## src/rtl/lag_meter_if.sv

```systemverilog
// Result handshake between lag_meter and its consumer (measurement
// accumulator / UI logic).
//   result        measured cycle count, all-ones on timeout
//   result_valid  result available, held until accepted
//   result_ready  consumer accepts result
//   timeout       qualifies result: measurement timed out
interface lag_meter_if #(
    parameter int unsigned CNT_WIDTH = 32
);
    logic [CNT_WIDTH-1:0] result;
    logic                 result_valid;
    logic                 result_ready;
    logic                 timeout;

    modport master (
        output result,
        output result_valid,
        output timeout,
        input  result_ready
    );

    modport slave (
        input  result,
        input  result_valid,
        input  timeout,
        output result_ready
    );
endinterface

```

## src/rtl/lag_meter.sv

```systemverilog
// Display-lag meter. Watches the delayed test-pattern video stream and arms
// after a fully dark frame. It then counts pixel clocks from the first white
// pixel of the flash until the debounced photo-sensor reports light.
// The count is not compensated for the fixed 2+DEBOUNCE cycle pipeline of the
// sensor path.
// Ports:
//   clock      pixel clock, shared with the video generator
//   reset      synchronous, active-high
//   de         data enable from the generator output
//   vsync      vsync from the generator output
//   vsync_pol  active level of vsync
//   red/green/blue  pixel colour
//   sensor_in  asynchronous photo-sensor level, high = light
//   res        result handshake (lag_meter_if master)
//   busy       high while ARMED or MEASURE
module lag_meter #(
    parameter int unsigned          CNT_WIDTH      = 32,
    parameter logic [7:0]           WHITE_THRESH   = 8'd200,
    parameter int unsigned          DEBOUNCE       = 4,
    parameter logic [CNT_WIDTH-1:0] TIMEOUT_CYCLES = CNT_WIDTH'(148_500_000)
) (
    input  logic        clock,
    input  logic        reset,
    input  logic        de,
    input  logic        vsync,
    input  logic        vsync_pol,
    input  logic [7:0]  red,
    input  logic [7:0]  green,
    input  logic [7:0]  blue,
    input  logic        sensor_in,
    lag_meter_if.master res,
    output logic        busy
);

    localparam int unsigned      DB_W    = (DEBOUNCE > 1) ? $clog2(DEBOUNCE) : 1;
    localparam logic [DB_W-1:0]  DB_LAST = DB_W'(DEBOUNCE - 1);

    typedef enum logic [1:0] {IDLE, ARMED, MEASURE, HOLD} state_t;

    state_t state, state_next;

    logic                 s1, s2, db;
    logic [DB_W-1:0]      db_cnt;
    logic                 vs_prev;
    logic                 frame_seen, frame_has_white;
    logic                 white, boundary;
    logic [CNT_WIDTH-1:0] count;

    // ---------------- sensor conditioning ----------------
    always_ff @(posedge clock) begin
        if (reset) begin
            s1     <= 1'b0;
            s2     <= 1'b0;
            db     <= 1'b0;
            db_cnt <= '0;
        end else begin
            s1 <= sensor_in;
            s2 <= s1;
            // db changes only after DEBOUNCE consecutive differing samples
            if (s2 != db) begin
                if (db_cnt == DB_LAST) begin
                    db     <= s2;
                    db_cnt <= '0;
                end else begin
                    db_cnt <= db_cnt + DB_W'(1);
                end
            end else begin
                db_cnt <= '0;
            end
        end
    end

    // ---------------- video observation ----------------
    assign white    = de && (red >= WHITE_THRESH) && (green >= WHITE_THRESH)
                         && (blue >= WHITE_THRESH);
    assign boundary = (vsync == vsync_pol) && (vs_prev != vsync_pol);

    always_ff @(posedge clock) begin
        if (reset) begin
            vs_prev         <= ~vsync_pol;
            frame_seen      <= 1'b0;
            frame_has_white <= 1'b0;
        end else begin
            vs_prev <= vsync;
            if (boundary) begin
                frame_seen      <= 1'b1;
                // a white pixel on the boundary cycle belongs to the new frame
                frame_has_white <= white;
            end else if (white) begin
                frame_has_white <= 1'b1;
            end
        end
    end

    // ---------------- state machine ----------------
    always_ff @(posedge clock) begin
        if (reset) state <= IDLE;
        else       state <= state_next;
    end

    always_comb begin
        state_next = state;
        case (state)
            IDLE:    if (boundary && frame_seen && !frame_has_white && !db)
                         state_next = ARMED;
            ARMED:   if (white)   state_next = MEASURE;
                     else if (db) state_next = IDLE;
            MEASURE: if (db || count == TIMEOUT_CYCLES) state_next = HOLD;
            HOLD:    if (res.result_valid && res.result_ready) state_next = IDLE;
            default: state_next = IDLE;
        endcase
    end

    // ---------------- counter and result registers ----------------
    always_ff @(posedge clock) begin
        if (reset) begin
            count            <= '0;
            res.result       <= '0;
            res.result_valid <= 1'b0;
            res.timeout      <= 1'b0;
            busy             <= 1'b0;
        end else begin
            busy <= (state_next == ARMED) || (state_next == MEASURE);
            case (state)
                ARMED: if (white) count <= CNT_WIDTH'(1);
                MEASURE: begin
                    // sensor wins over timeout in the same cycle
                    if (db) begin
                        res.result       <= count;
                        res.timeout      <= 1'b0;
                        res.result_valid <= 1'b1;
                    end else if (count == TIMEOUT_CYCLES) begin
                        res.result       <= '1;
                        res.timeout      <= 1'b1;
                        res.result_valid <= 1'b1;
                    end else begin
                        count <= count + CNT_WIDTH'(1);
                    end
                end
                HOLD: if (res.result_valid && res.result_ready)
                          res.result_valid <= 1'b0;
                default: ;
            endcase
        end
    end

endmodule

```

## src/flat_wrapper.sv

```systemverilog
// flat-port wrapper written by rule: the top's interface ports become plain ports
module lag_meter_flat 
#(
    parameter int unsigned          CNT_WIDTH      = 32,
    parameter logic [7:0]           WHITE_THRESH   = 8'd200,
    parameter int unsigned          DEBOUNCE       = 4,
    parameter logic [CNT_WIDTH-1:0] TIMEOUT_CYCLES = CNT_WIDTH'(148_500_000)
)
  (clock, reset, de, vsync, vsync_pol, red, green, blue, sensor_in, busy, res_result, res_result_valid, res_timeout, res_result_ready);
  lag_meter_if #(.CNT_WIDTH(CNT_WIDTH)) res_i ();
  input  logic clock;
  input  logic reset;
  input  logic de;
  input  logic vsync;
  input  logic vsync_pol;
  input  logic [7:0] red;
  input  logic [7:0] green;
  input  logic [7:0] blue;
  input  logic sensor_in;
  output logic busy;
  output wire logic [$bits(res_i.result)-1:0] res_result;
  output wire logic [$bits(res_i.result_valid)-1:0] res_result_valid;
  output wire logic [$bits(res_i.timeout)-1:0] res_timeout;
  input wire logic [$bits(res_i.result_ready)-1:0] res_result_ready;
  assign res_result = res_i.result;
  assign res_result_valid = res_i.result_valid;
  assign res_timeout = res_i.timeout;
  assign res_i.result_ready = res_result_ready;
  lag_meter #(.CNT_WIDTH(CNT_WIDTH), .WHITE_THRESH(WHITE_THRESH), .DEBOUNCE(DEBOUNCE), .TIMEOUT_CYCLES(TIMEOUT_CYCLES)) u_core (.clock(clock), .reset(reset), .de(de), .vsync(vsync), .vsync_pol(vsync_pol), .red(red), .green(green), .blue(blue), .sensor_in(sensor_in), .res(res_i), .busy(busy));
endmodule
```

## config.mk

```make
export PLATFORM = sky130hd
export DESIGN_NAME = lag_meter_flat
export DESIGN_NICKNAME = d
export VERILOG_FILES = /design/src/rtl/lag_meter_if.sv /design/src/rtl/lag_meter.sv /design/src/flat_wrapper.sv
export SDC_FILE = /design/constraint.sdc
export NUM_CORES = 1
export LEC_CHECK = 0
export ABC_CLOCK_PERIOD_IN_PS = 2000
export CAP_MARGIN = 10
export CORE_MARGIN = 2
export CORE_UTILIZATION = 46
export DETAILED_ROUTE_END_ITERATION = 12
export PLACE_DENSITY = 0.75
export SLEW_MARGIN = 20
export SYNTH_ARGS = -nofsm -noshare
export SYNTH_HDL_FRONTEND = slang
export SYNTH_SLANG_ARGS = --single-unit
```

## constraint.sdc

```tcl
create_clock -name clock -period 2 [get_ports clock]
set_clock_uncertainty 0.05 [all_clocks]
set_input_delay 0.3 -clock clock [delete_from_list [all_inputs] [get_ports clock]]
set_output_delay 0.3 -clock clock [all_outputs]
set_load 0.01 [all_outputs]
```

==> metrics.md, run 1 <==
| Metric | Value |
|---|---|
| Syn avg cell area | `9.55 um^2` |
| Core area | `7180 um^2` |
| Slew Limit Fails | `0` |
| Synth warn | `0` |
| Final WS setup | `-106 ps` |
| Final min period | `2110 ps` |
| Worst hold margin | `377 ps` |
| Asr flop ratio synth | `0%` |
| WP data required | `2230 ps` |
| Flop-to-flop setup slack | `-110 ps` |
| Clock Tree Buf Depth | `2` |
| Initial DRC count | `183` |
| First-pass GRT wire length | `13900 um` |
| Num rows | `31` |
| Routed WL | `9890 um` |
| Cell count after synthesis | `354` |
| Die W | `89.7 um` |
| Final Hold Fails | `0` |
| EDFF count, synth | `0` |
| Later-pin clock latency in the skew report | `360 ps` |
| CP endpoint kind | `register` |
| GR Overflow Total | `0` |
| R2R Path End | `u_core.count[29]$_SDFFE_PP0P_` |
| WL met3 | `527 um` |
| Reg-to-Reg Start | `u_core.count[2]$_SDFFE_PP0P_` |
| Worst EP arrival | `2340 ps` |
| Ports | `66` |
| Post-route DRC | `0` |
| Die area | `8050 um^2` |
| # port buffers | `56` |
| Largest net degree at the start of global routing | `35` |
| WL met2 | `4870 um` |
| DRT Pass-1 Iters | `8` |
| Initial antenna violation count | `0` |
| Hold path start | `u_core.db_cnt[0]$_SDFF_PP0_` |
| Num Clock Sinks | `77` |
| Clk pin slew, worst setup/hold paths | `80 ps` |
| DP Wirelength | `5750 um` |
| Wire per inst | `17.4 um` |
| Final cell count without fillers | `569` |
| Die Ht | `89.7 um` |
| Hold Path Class | `reg -> reg` |
| Max cap viols | `0` |
| Worst vdd ir | `0.359 mV` |
| Inserted Diodes | `0` |
| Initial core utilization | `47.1%` |
| Most common flop cell mapped by yosys | `dfxtp_1` |
| CTS tree | `yes` |
| Total track usage | `21.5%` |
| H-Tree Depth | `3` |
| Failing checks | `negative setup slack` |
| Unrepaired setup endpoints after global routing | `true` |
| Share of cells above drive strength 1 | `32.1%` |
| Post-cts hold buffer count | `0` |
| Vias/cell | `5.73` |
| CTS Buf Count | `9` |
| Slew margin rel. | `68.3%` |
| Unique masters post-synth | `51` |
| Final GP Congestion | `0.862` |
| Setup Viol. Count Final | `51` |
| Power density cells | `563 nW/um^2` |
| Worst setup SP type | `register` |
| Fmax | `475 MHz` |
| Placed cells | `543` |
| Syn Nets | `388` |
| Worst r2r path cells | `7` |
| Vias | `3259` |
| Max Fanout on Critical Path | `7` |
| Final worst path period share | `105%` |
| Worst Hold Path EP | `u_core.db_cnt[0]$_SDFF_PP0_` |
| Sequential cell area fraction in the yosys report | `45.6%` |
| Layout fillers | `527` |
| P&R area growth vs syn | `49.0%` |
| Synthesized area | `3380 um^2` |
| Final ANT Viol Nets | `0` |
| Worst-margin pin slew | `476 ps` |
| Leakage | `1.79 nW` |
| Vias in the first global route | `2983` |
| Hold Path Depth | `1` |
| Worst slack, placed | `-425 ps` |
| Top Metal Used | `met4` |
| WL met1 | `4290 um` |
| Status | `finished with violations` |
| Clock Tree Root | `clkbuf_8` |
| Nets | `500` |
| Crit Path Class | `reg -> reg` |
| Number of synthesized register bits | `77` |
==> metal layers <==
| metal | GRT usage, % | vias to the layer above |
|---|---|---|
| li1 | - | 1537 |
| met4 | 8.33 | 0 |
| met5 | 0 | - |
| met2 | 35.7 | 133 |
| met1 | 27.1 | 1571 |
| met3 | 5.36 | 18 |
==> power by group <==
part	internal (mW)	total, mW	switching [mW]
clock	0.602	1.17	0.570
combinational	0.0640	0.119	0.0552
sequential	1.54	1.54	0.00417
total	2.21	2.84	0.630
==> worst max-delay path, stage by stage, from the launching register on <==
cell       delay (ps)
dfxtp_1           460
nand4_1           250
nor3_4            290
buf_6             160
o2111ai_1         160
buf_4             210
or3_1             300
a21oi_1           150
==> area by class of cell <==
type | instances | area, um^2 | area share [%]
multi-input cells | 244 | 1960 | 38.9
inverters | 9 | 33.8 | 0.670
repair buffers | 125 | 1190 | 23.5
flip-flops and latches | 77 | 1550 | 30.7
clock buffers | 11 | 141 | 2.81
clock inverters | 4 | 48.8 | 0.968
well taps | 99 | 124 | 2.46
==> stage by stage <==
step	utilization [%]	TNS, ps	power [mW]	cell area [um^2]
finish	70.2	-2600	2.84	5040
global route	70.2	-8800	2.93	5040
CTS	63.9	-298	2.84	4580
detailed placement	60.1	-12190	1.69	4320
global placement	60.1	-8710	1.68	4320
floorplan	-	0	1.62	3380
==> how the worst max path moves through the flow <==
stage	start	end	slack [ps]	cells past startpoint
after global routing	u_core.count[2]$_SDFFE_PP0P_	u_core.count[31]$_SDFFE_PP0P_	-230	7
final	u_core.count[2]$_SDFFE_PP0P_	u_core.count[29]$_SDFFE_PP0P_	-110	7
after floorplan	u_core.count[0]$_SDFFE_PP0P_	u_core.count[8]$_SDFFE_PP0P_	70	9
after CTS	u_core.count[3]$_SDFFE_PP0P_	u_core.count[9]$_SDFFE_PP0P_	-50	9
after global placement	blue[5]	u_core.count[24]$_SDFFE_PP0P_	-340	7
after detailed placement	blue[5]	u_core.count[24]$_SDFFE_PP0P_	-420	7
==> layout by cell type, fill, tap and decap left out, types with 10 or more instances in the layout <==
master / synthesis / final
dfxtp_1: 77 / 74
buf_4: 1 / 58
clkdlybuf4s50_1: 0 / 56
nor2_1: 37 / 35
a21oi_1: 34 / 28
nand2_1: 25 / 23
o221a_4: 0 / 22
xnor2_1: 19 / 19
nand3_1: 17 / 16
nand4_1: 11 / 11
o221a_2: 32 / 10
clkbuf_8: 1 / 10
==> synth_stat cells (all sizes together), types with 2 or more instances <==
cell	count	share of area (%)
and2	3	0.59
nand2	25	2.8
o221a	32	11
mux2i	2	0.59
or4	2	0.44
nor2	37	4.1
nor4	5	0.92
nor2b	2	0.37
nand4	11	2.0
a31oi	2	0.37
dlygate4sd1	2	0.52
clkbuf	9	1.3
xnor2	19	4.9
nor3	5	1.1
or3	8	1.5
a31o	2	0.52
inv	8	0.89
and3	4	0.81
nand3	17	2.5
and4	3	0.85
a21oi	35	5.3
dfxtp	77	46
nor4b	3	0.78
o21ai	11	1.6
and2b	2	0.52
buf	11	2.8
ha	3	1.1
==> cells by family after synthesis <==
logic type	after synthesis	synth area share (%)
AOI/OAI and AO/OA	91	21.2
xor gates and xnor gates	19	4.92
adders and majority gates	3	1.11
buffers and inverters	33	6.88
DFF	77	45.6
muxes	2	0.592
and+or+nand+nor	129	19.7
==> what timing repair did <==
| action | CTS | global route |
|---|---|---|
| buffers inserted | 4 | 4 |
| setup endpoints to repair | 66 | 66 |
| resized for setup | 9 | 55 |
| pin swaps | 2 | 19 |
| cloned | 1 | 3 |
==> registers in the layout, summed over array words and instances (netlist names), 2 cells and up <==
register,count
u_core.res.result,32
u_core.db_cnt,2
u_core.count,32
u_core.state,2
(Power assumes the default switching activity.)
==> run 2, diff against run 1 <==
Settings changed: CTS_CLUSTER_DIAMETER set to 100.
==> results of run 2 <==
The final DEF is identical to that of run 1; final timing and power are the same.
